===== src/rtl/neck_pkg.sv =====
// neck_pkg: shared state encoding, warmup length, count saturation and default thresholds for neck_detect.
package neck_pkg;
  localparam logic [1:0] ST_WARMUP = 2'd0;
  localparam logic [1:0] ST_SEEK   = 2'd1;
  localparam logic [1:0] ST_FALL   = 2'd2;
  localparam logic [1:0] ST_HOLD   = 2'd3;
  localparam int WARM_LEN = 3;
  localparam int CNT_SAT = 255;
  localparam int FALL_MIN_DEF = 3;
  localparam int HOLDOFF_DEF = 16;
  localparam int IDX_W_DEF = 16;
  localparam logic signed [12:0] CURV_TH_DEF = 13'sd4;
  localparam logic signed [12:0] JERK_TH_DEF = 13'sd200;
endpackage


===== src/rtl/neck_sat_counter.sv =====
// neck_sat_counter: W-bit incrementer that either saturates at all-ones (SAT=1) or wraps (SAT=0).
module neck_sat_counter #(
  parameter int W = 8,
  parameter bit SAT = 1'b1
) (
  input  logic         clk,
  input  logic         rst_n,
  input  logic         inc,
  output logic [W-1:0] q
);
  always_ff @(posedge clk or negedge rst_n)
    if (!rst_n) q <= '0;
    else if (inc && !(SAT && &q)) q <= q + W'(1);
endmodule


===== src/rtl/neck_detect.sv =====
// neck_detect: finds local minima (sustained descent, then non-negative slope with enough curvature).
// Optional NECK_JERK_CHECK_EN adds third_dif_data and a |jerk| <= JERK_TH qualifier.
module neck_detect
  import neck_pkg::*;
#(
  parameter int FALL_MIN = FALL_MIN_DEF,
  parameter logic signed [12:0] CURV_TH = CURV_TH_DEF,
  parameter int HOLDOFF = HOLDOFF_DEF,
`ifdef NECK_JERK_CHECK_EN
  parameter logic signed [12:0] JERK_TH = JERK_TH_DEF,
`endif
  parameter int IDX_W = IDX_W_DEF
) (
  input  logic                    clk,
  input  logic                    rst_n,
  input  logic                    dif_finish,
  input  logic signed [12:0]      first_dif_data,
  input  logic signed [12:0]      second_dif_data,
`ifdef NECK_JERK_CHECK_EN
  input  logic signed [12:0]      third_dif_data,
`endif
  output logic                    neck_valid,
  output logic [IDX_W-1:0]        neck_index,
  output logic signed [12:0]      neck_curv,
  output logic [7:0]              neck_count
);
  logic [1:0] state, state_n, warm_cnt, warm_n;
  logic [3:0] fall_cnt, fall_n, fall_inc;
  logic [7:0] hold_cnt, hold_n;
  logic [IDX_W-1:0] idx;
  logic neg, curv_ok, jerk_ok, hit;
  assign neg = first_dif_data < 13'sd0;
  assign curv_ok = second_dif_data >= CURV_TH;
`ifdef NECK_JERK_CHECK_EN
  // 14-bit magnitude so that -4096 stays representable
  localparam logic signed [13:0] JERK_TH14 = JERK_TH;
  logic signed [13:0] third_ext, third_abs;
  assign third_ext = third_dif_data;
  assign third_abs = third_ext < 14'sd0 ? -third_ext : third_ext;
  assign jerk_ok = third_abs <= JERK_TH14;
`else
  assign jerk_ok = 1'b1;
`endif
  assign hit = dif_finish && state == ST_FALL && !neg && curv_ok && jerk_ok;
  assign fall_inc = fall_cnt + 4'd1;
  always_comb begin
    state_n = state;
    fall_n = fall_cnt;
    hold_n = hold_cnt;
    warm_n = warm_cnt;
    if (dif_finish)
      case (state)
        ST_WARMUP: begin
          warm_n = warm_cnt + 2'd1;
          fall_n = '0;
          state_n = warm_cnt == 2'(WARM_LEN - 1) ? ST_SEEK : ST_WARMUP;
        end
        ST_SEEK: begin
          fall_n = neg ? fall_inc : '0;
          state_n = neg && fall_inc == 4'(FALL_MIN) ? ST_FALL : ST_SEEK;
        end
        ST_FALL: begin
          fall_n = '0;
          hold_n = hit ? 8'(HOLDOFF) : hold_cnt;
          state_n = neg ? ST_FALL : (hit && HOLDOFF != 0) ? ST_HOLD : ST_SEEK;
        end
        default: begin
          hold_n = hold_cnt - 8'd1;
          state_n = hold_cnt == 8'd1 ? ST_SEEK : ST_HOLD;
        end
      endcase
  end
  always_ff @(posedge clk or negedge rst_n)
    if (!rst_n) begin
      state <= ST_WARMUP;
      warm_cnt <= '0;
      fall_cnt <= '0;
      hold_cnt <= '0;
      neck_valid <= 1'b0;
      neck_index <= '0;
      neck_curv <= '0;
    end else begin
      state <= state_n;
      warm_cnt <= warm_n;
      fall_cnt <= fall_n;
      hold_cnt <= hold_n;
      neck_valid <= hit;
      if (hit) begin
        neck_index <= idx;
        neck_curv <= second_dif_data;
      end
    end
  neck_sat_counter #(.W(IDX_W), .SAT(1'b0)) u_idx (
    .clk(clk), .rst_n(rst_n), .inc(dif_finish), .q(idx)
  );
  neck_sat_counter #(.W($clog2(CNT_SAT + 1)), .SAT(1'b1)) u_cnt (
    .clk(clk), .rst_n(rst_n), .inc(hit), .q(neck_count)
  );
endmodule


===== config.mk =====
export PLATFORM = sky130hd
export DESIGN_NAME = neck_detect
export DESIGN_NICKNAME = d
export VERILOG_FILES = /design/src/rtl/neck_pkg.sv /design/src/rtl/neck_sat_counter.sv /design/src/rtl/neck_detect.sv
export SDC_FILE = /design/constraint.sdc
export NUM_CORES = 1
export LEC_CHECK = 0
export ABC_AREA = 1
export CORE_UTILIZATION = 40
export DETAILED_ROUTE_END_ITERATION = 8
export PLACE_DENSITY = 0.67
export SLEW_MARGIN = 20
export SYNTH_ARGS = -nofsm -noshare
export SYNTH_HDL_FRONTEND = slang
export SYNTH_SLANG_ARGS = --single-unit

===== constraint.sdc =====
create_clock -name clk -period 1.3 [get_ports clk]
set_input_delay 0.39 -clock clk [delete_from_list [all_inputs] [get_ports clk]]
set_output_delay 0.39 -clock clk [all_outputs]
set_load 0.005 [all_outputs]

# Word level (Yosys, flattened, before mapping)
# Index checks and enable logic that the tools add are counted.
word_totals:
  regBits: 70
  output_inout_bits: 38
  wordCells: 48
op_classes:
  n_eq_ne: 6
  n_lt_le_gt_ge: 2
  muxes: 10
  bitwise_logic: 1
  add_sub_neg: 5
  n_reduce_logical: 15
op_table:
  columns: ["operator", "count"]
  rows:
  - ["$add A16 B1 Y16 const B", 1]
  - ["$pmux W8 S2", 1]
  - ["$ge A13 B4 Y1 const B", 1]
  - ["$lt A13 B1 Y1 const B", 1]
  - ["$add A8 B1 Y8 const B", 1]
  - ["$eq A8 B1 Y1 const B", 1]
  - ["$mux W2", 4]
  - ["$mux W8", 1]
  - ["$pmux W4 S2", 1]
  - ["$reduce_and A8 Y1", 1]
  - ["$sub A8 B1 Y8 const B", 1]
  - ["$pmux W2 S3", 1]
  - ["$logic_and A1 B1 Y1", 5]
  - ["$add A4 B1 Y4 const B", 1]
  - ["$eq A2 B2 Y1 const B", 2]
  - ["$eq A4 B2 Y1 const B", 1]
  - ["$mux W4", 1]
  - ["$reduce_and A2 Y1", 2]
  - ["$reduce_or A2 Y1", 2]
  - ["$reduce_and A3 Y1", 1]
  - ["$add A2 B1 Y2 const B", 1]
  - ["$eq A2 B1 Y1 const B", 1]
  - ["$logic_not A1 Y1", 2]
  - ["$logic_not A2 Y1", 1]
  - ["other kinds (4)", 4]

# Depth between registers and ports, before layout
logic_depth:
  word_depth: 7
  mapped_depth: 9
  mapped_depth_nobuf: 9

# Modules after synthesis
# A second synthesis with hierarchy kept.
hier_totals:
  cells_unflattened: 436
  area_unflattened_um2: 3465.8
modules_own_cells:
  columns: ["mod", "cells_per_inst", "area_per_inst_um2", "instances"]
  rows:
  - ["neck_detect", 276, 2169.6, 1]
  - ["neck_sat_counter at u_idx", 97, 813.3, 1]
  - ["neck_sat_counter at u_cnt", 63, 483.0, 1]

# Worst setup path after synthesis
# OpenSTA, ideal clock, no wires.
synth_path:
  path_kind: "register to register"
  from: "reg u_cnt.q[0]"
  to: "reg u_cnt.q[2]"
  arrival_time_ns: 1.334
  setup_ns: 0.077
  slack_ns: -0.111
  path_stages_with_launch: 8
  n_path_buf: 0
  cell_sequence: "dfrtp_1 > ha_1 > nand3_1 > nor2_1 > nand3_1 > nand2_2 > nand2_1 > o21ai_1"
synth_between:
  elab_chain_cells: 3
  word_cells_on_any_way: 4
  classes_between: "add/sub (1); reduce/logical (3)"
synth_lines:
  columns: ["item", "line_no", "source"]
  rows:
  - ["start, declared", "neck_sat_counter.sv:9", "output logic [W-1:0] q"]
  - ["start signal, assigned", "neck_sat_counter.sv:13", "else if (inc && !(SAT && &q)) q <= q + W'(1);"]
  - ["parallel branches: the longest is 3 deep, another holds $add A8 B1 Y8", null, null]
# Parallel ways; which one is timed is not known.
# A chain may end at the register's enable or synchronous reset.

# Final worst setup path
layout_path:
  from: "reg u_cnt.q[0]"
  to: "reg u_cnt.q[3]"
# Same word-level chain as after synthesis.

==> results.sh <==
export IMPL_status="finished, violations left"
export IMPL_violations="negative setup slack"
export IMPL_track_usage=0.196
export IMPL_drive_gt1_frac=0.395
export IMPL_instances_no_fill=644
export IMPL_slew_headroom=0.789
export IMPL_p_leak_uw=0.00263
export IMPL_routed_via_density=4.60
export IMPL_cp_num_buf_inv=1
export IMPL_met2_usage=0.336
export IMPL_synth_edf_count=0
export IMPL_antenna_found_initial=0
export IMPL_synth_cells=400
export IMPL_crit_family="simple AND/OR/NAND/NOR gates"
export IMPL_grt_max_degree=58
export IMPL_final_common_cell="nand2_1"
export IMPL_gp_congestion=0.816
export IMPL_crit_type="reg2reg"
export IMPL_cts_buffers=9
export IMPL_worst_pin_slew_ps=317
export IMPL_reg2reg_slack_ps=-60
export IMPL_cts_path_max_buffers=2
export IMPL_core_sq_um=7890
export IMPL_yosysTopAreaCell="dfrtp_1"
export IMPL_min_period_ps=1360
export IMPL_crit_arrival_ps=1660
export IMPL_synth_top_family_by_area="simple AND/OR/NAND/NOR gates"
export IMPL_synth_cell_area_sq_um=3310
export IMPL_ys_flop_type="dfrtp_1"
export IMPL_dpl_hpwl_microns=5250
export IMPL_dr_pass1_iters=4
export IMPL_path_clk_slew_ps=80
export IMPL_totalWireLength_microns=8000
export IMPL_fin_ws_ps=-64.5
export IMPL_max_freq_ghz=0.733
export IMPL_synth_distinct_cells=27
export IMPL_die_area_sq_um=8650
export IMPL_yosysTopAreaCellShare=0.529
export IMPL_met1_usage=0.244
export IMPL_start_util=0.420
export IMPL_utilization=0.629
export IMPL_regToRegEndpoint="u_cnt.q[3]"
export IMPL_routedWlPerCell_microns=12.4
export IMPL_cp_required_ps=1590
export IMPL_drc_errors=0
export IMPL_ir_worst_vdd_uv=969
export IMPL_die_h_microns=93.0
export IMPL_crit_path_max_fanout=8
export IMPL_ys_async_sr_fraction=1.00
export IMPL_yosysWarnings=0
export IMPL_overflow=0
export IMPL_cts_num_sinks=70
export IMPL_antenna_cells=0
export IMPL_area_growth_pct=49.7
export IMPL_syn_nets=436
export IMPL_p_total_uw=8750
export IMPL_synth_compound_area_share=0.0442
export IMPL_cts_root_buffer="clkbuf_8"
export IMPL_fillers=650
export IMPL_syn_avg_cell_area_sq_um=8.28
export IMPL_rr_startpoint="u_cnt.q[0]"
export IMPL_synth_seq_cells=70
export IMPL_worstHoldPathType="in2async"
export IMPL_grt_busiest_layer="met2"
export IMPL_synthAdderAreaFrac=0.0264
export IMPL_ff_latch_area_sq_um=1750
export IMPL_pin_count=67
export IMPL_dieWidth_microns=93.0
export IMPL_met3_usage=0.0309
export IMPL_muxShareOfSynthArea=0
export IMPL_drtAntennaViolNets=0
export IMPL_drv_slew=0
export IMPL_io_buffer_count=54
export IMPL_rsz0062_at_grt="yes"
export IMPL_rows=32
export IMPL_crit_slowest_cell="dfrtp_1"
export IMPL_first_iter_violations=157
export IMPL_synth_area_leaders="dfrtp_1 53%, nand2_1 17%, inv_1 4.9%, nand3_1 4.5%, xor2_1 4.0%"
export IMPL_fin_skew_ps=9.08
export IMPL_vias=2964
export IMPL_start_kind="register"
export IMPL_dpl_cell_count=597
export IMPL_setup_viol=29
export IMPL_clk_latency_ps=350
export IMPL_drv_cap=0
export IMPL_cts_tree="yes"
export IMPL_dpl_worst_slack_ps=-665
export IMPL_crit_start="u_cnt.q[0]"
export IMPL_ys_seq_area_frac=0.529
export IMPL_synth_xor_area_frac=0.0529
export IMPL_grt_pass1_wl_microns=13400
export IMPL_htreeDepth=3
export IMPL_hold_viol=0
export IMPL_max_stage_delay_ps=380
export IMPL_grt_pass1_vias=2990
export IMPL_rr_worst_depth=8
export IMPL_end_kind="register"
export IMPL_timing_final_crit_share=1.05
export IMPL_multi_input_area_sq_um=1720
export IMPL_synthSimpleGateAreaFrac=0.283
export IMPL_final_cell_mix="117 x nand2_1, 70 x dfrtp_1, 65 x buf_4"
export IMPL_cp_cell_sequence="buf_6 > ha_4 > nand3_4 > nor2_4 > nand3_4 > nand2_4 > nand2_2 > nand2_2"
export IMPL_layout_nets=573
export IMPL_power_density_nw_per_um2=1760
Yosys cell counts, types with 2 or more instances:
library cell	count
o21ai_1	15
nand2_2	3
nand3_1	30
nand4_1	3
ha_1	7
xnor2_1	5
nor3_1	4
nand2_1	148
xor2_1	15
nor2_1	31
dfrtp_1	70
inv_1	43
nor2_4	2
buf_2	5
nand3b_1	2
o21ai_0	6
flip-flops by register name (all words and copies together), names as in the netlist:
signal	cells
fall_cnt	4
hold_cnt	8
neck_curv	13
neck_index	16
neck_valid	1
state	2
u_cnt.q	8
u_idx.q	16
warm_cnt	2
worst reg2reg max path: stages, from the launching register on:
cell     delay (ps)
dfrtp_1         380
buf_6           120
ha_4            140
nand3_4          70
nor2_4          110
nand3_4         200
nand2_4         180
nand2_2          60
nand2_2          60
metal layers:
layer	routed length [microns]	up-vias
li1	-	1515
met4	166	0
met3	242	15
met1	3550	1382
met5	0	-
met2	4040	52
per-stage QoR:
step | area [sq um] | TNS [ps] | hold WS, ps
finish | 4960 | -1180 | 410
global route | 4960 | -4990 | 414
CTS | 4700 | -1580 | 378
detailed placement | 4390 | -35140 | 221
global placement | 4390 | -33860 | 221
floorplan | 3400 | -1280 | 94.4
kinds of logic after synthesis:
logic type,Yosys count
AO/OA/AOI/OAI,26
AND/OR/NAND/NOR,225
adder cells (fa/ha/maj),7
XOR/XNOR,20
buffers and inverters,52
flip-flops,70
cell type report:
cell class / instances / area share
clock inverter: 7 / 0.0146
tap: 102 / 0.0257
sequential: 70 / 0.353
multi-input combinational: 279 / 0.346
inverter: 45 / 0.0358
clock buffer: 9 / 0.0250
timing repair buffer: 132 / 0.199
worst max path at each step:
| stage | end | slack, ps | cells after the start |
|---|---|---|---|
| finish | u_cnt.q[3] | -60 | 8 |
| global route | hold_cnt[3] | -190 | 10 |
| CTS | hold_cnt[2] | -80 | 10 |
| detailed placement | u_idx.q[15] | -670 | 8 |
| global placement | u_idx.q[15] | -610 | 8 |
| floorplan | u_cnt.q[5] | -40 | 9 |
what timing repair did:
item                                   4_1_cts  5_1_grt
endpoints found under the hold margin        3        0
buffers inserted                            21        9
cloned                                       1        0
pin swaps                                   30       30
gates resized for setup                    191       58
hold buffers                                 1        0
setup endpoints to repair                  100       65
report_power, final:
part           leakage, uW  switching [uW]  internal (uW)
Combinational      0.00164            1880           1800
Clock            0.0000956             853            888
Sequential        0.000894             470           2850
Total              0.00263            3200           5540
No activity file was read; power rests on OpenSTA's default activity.
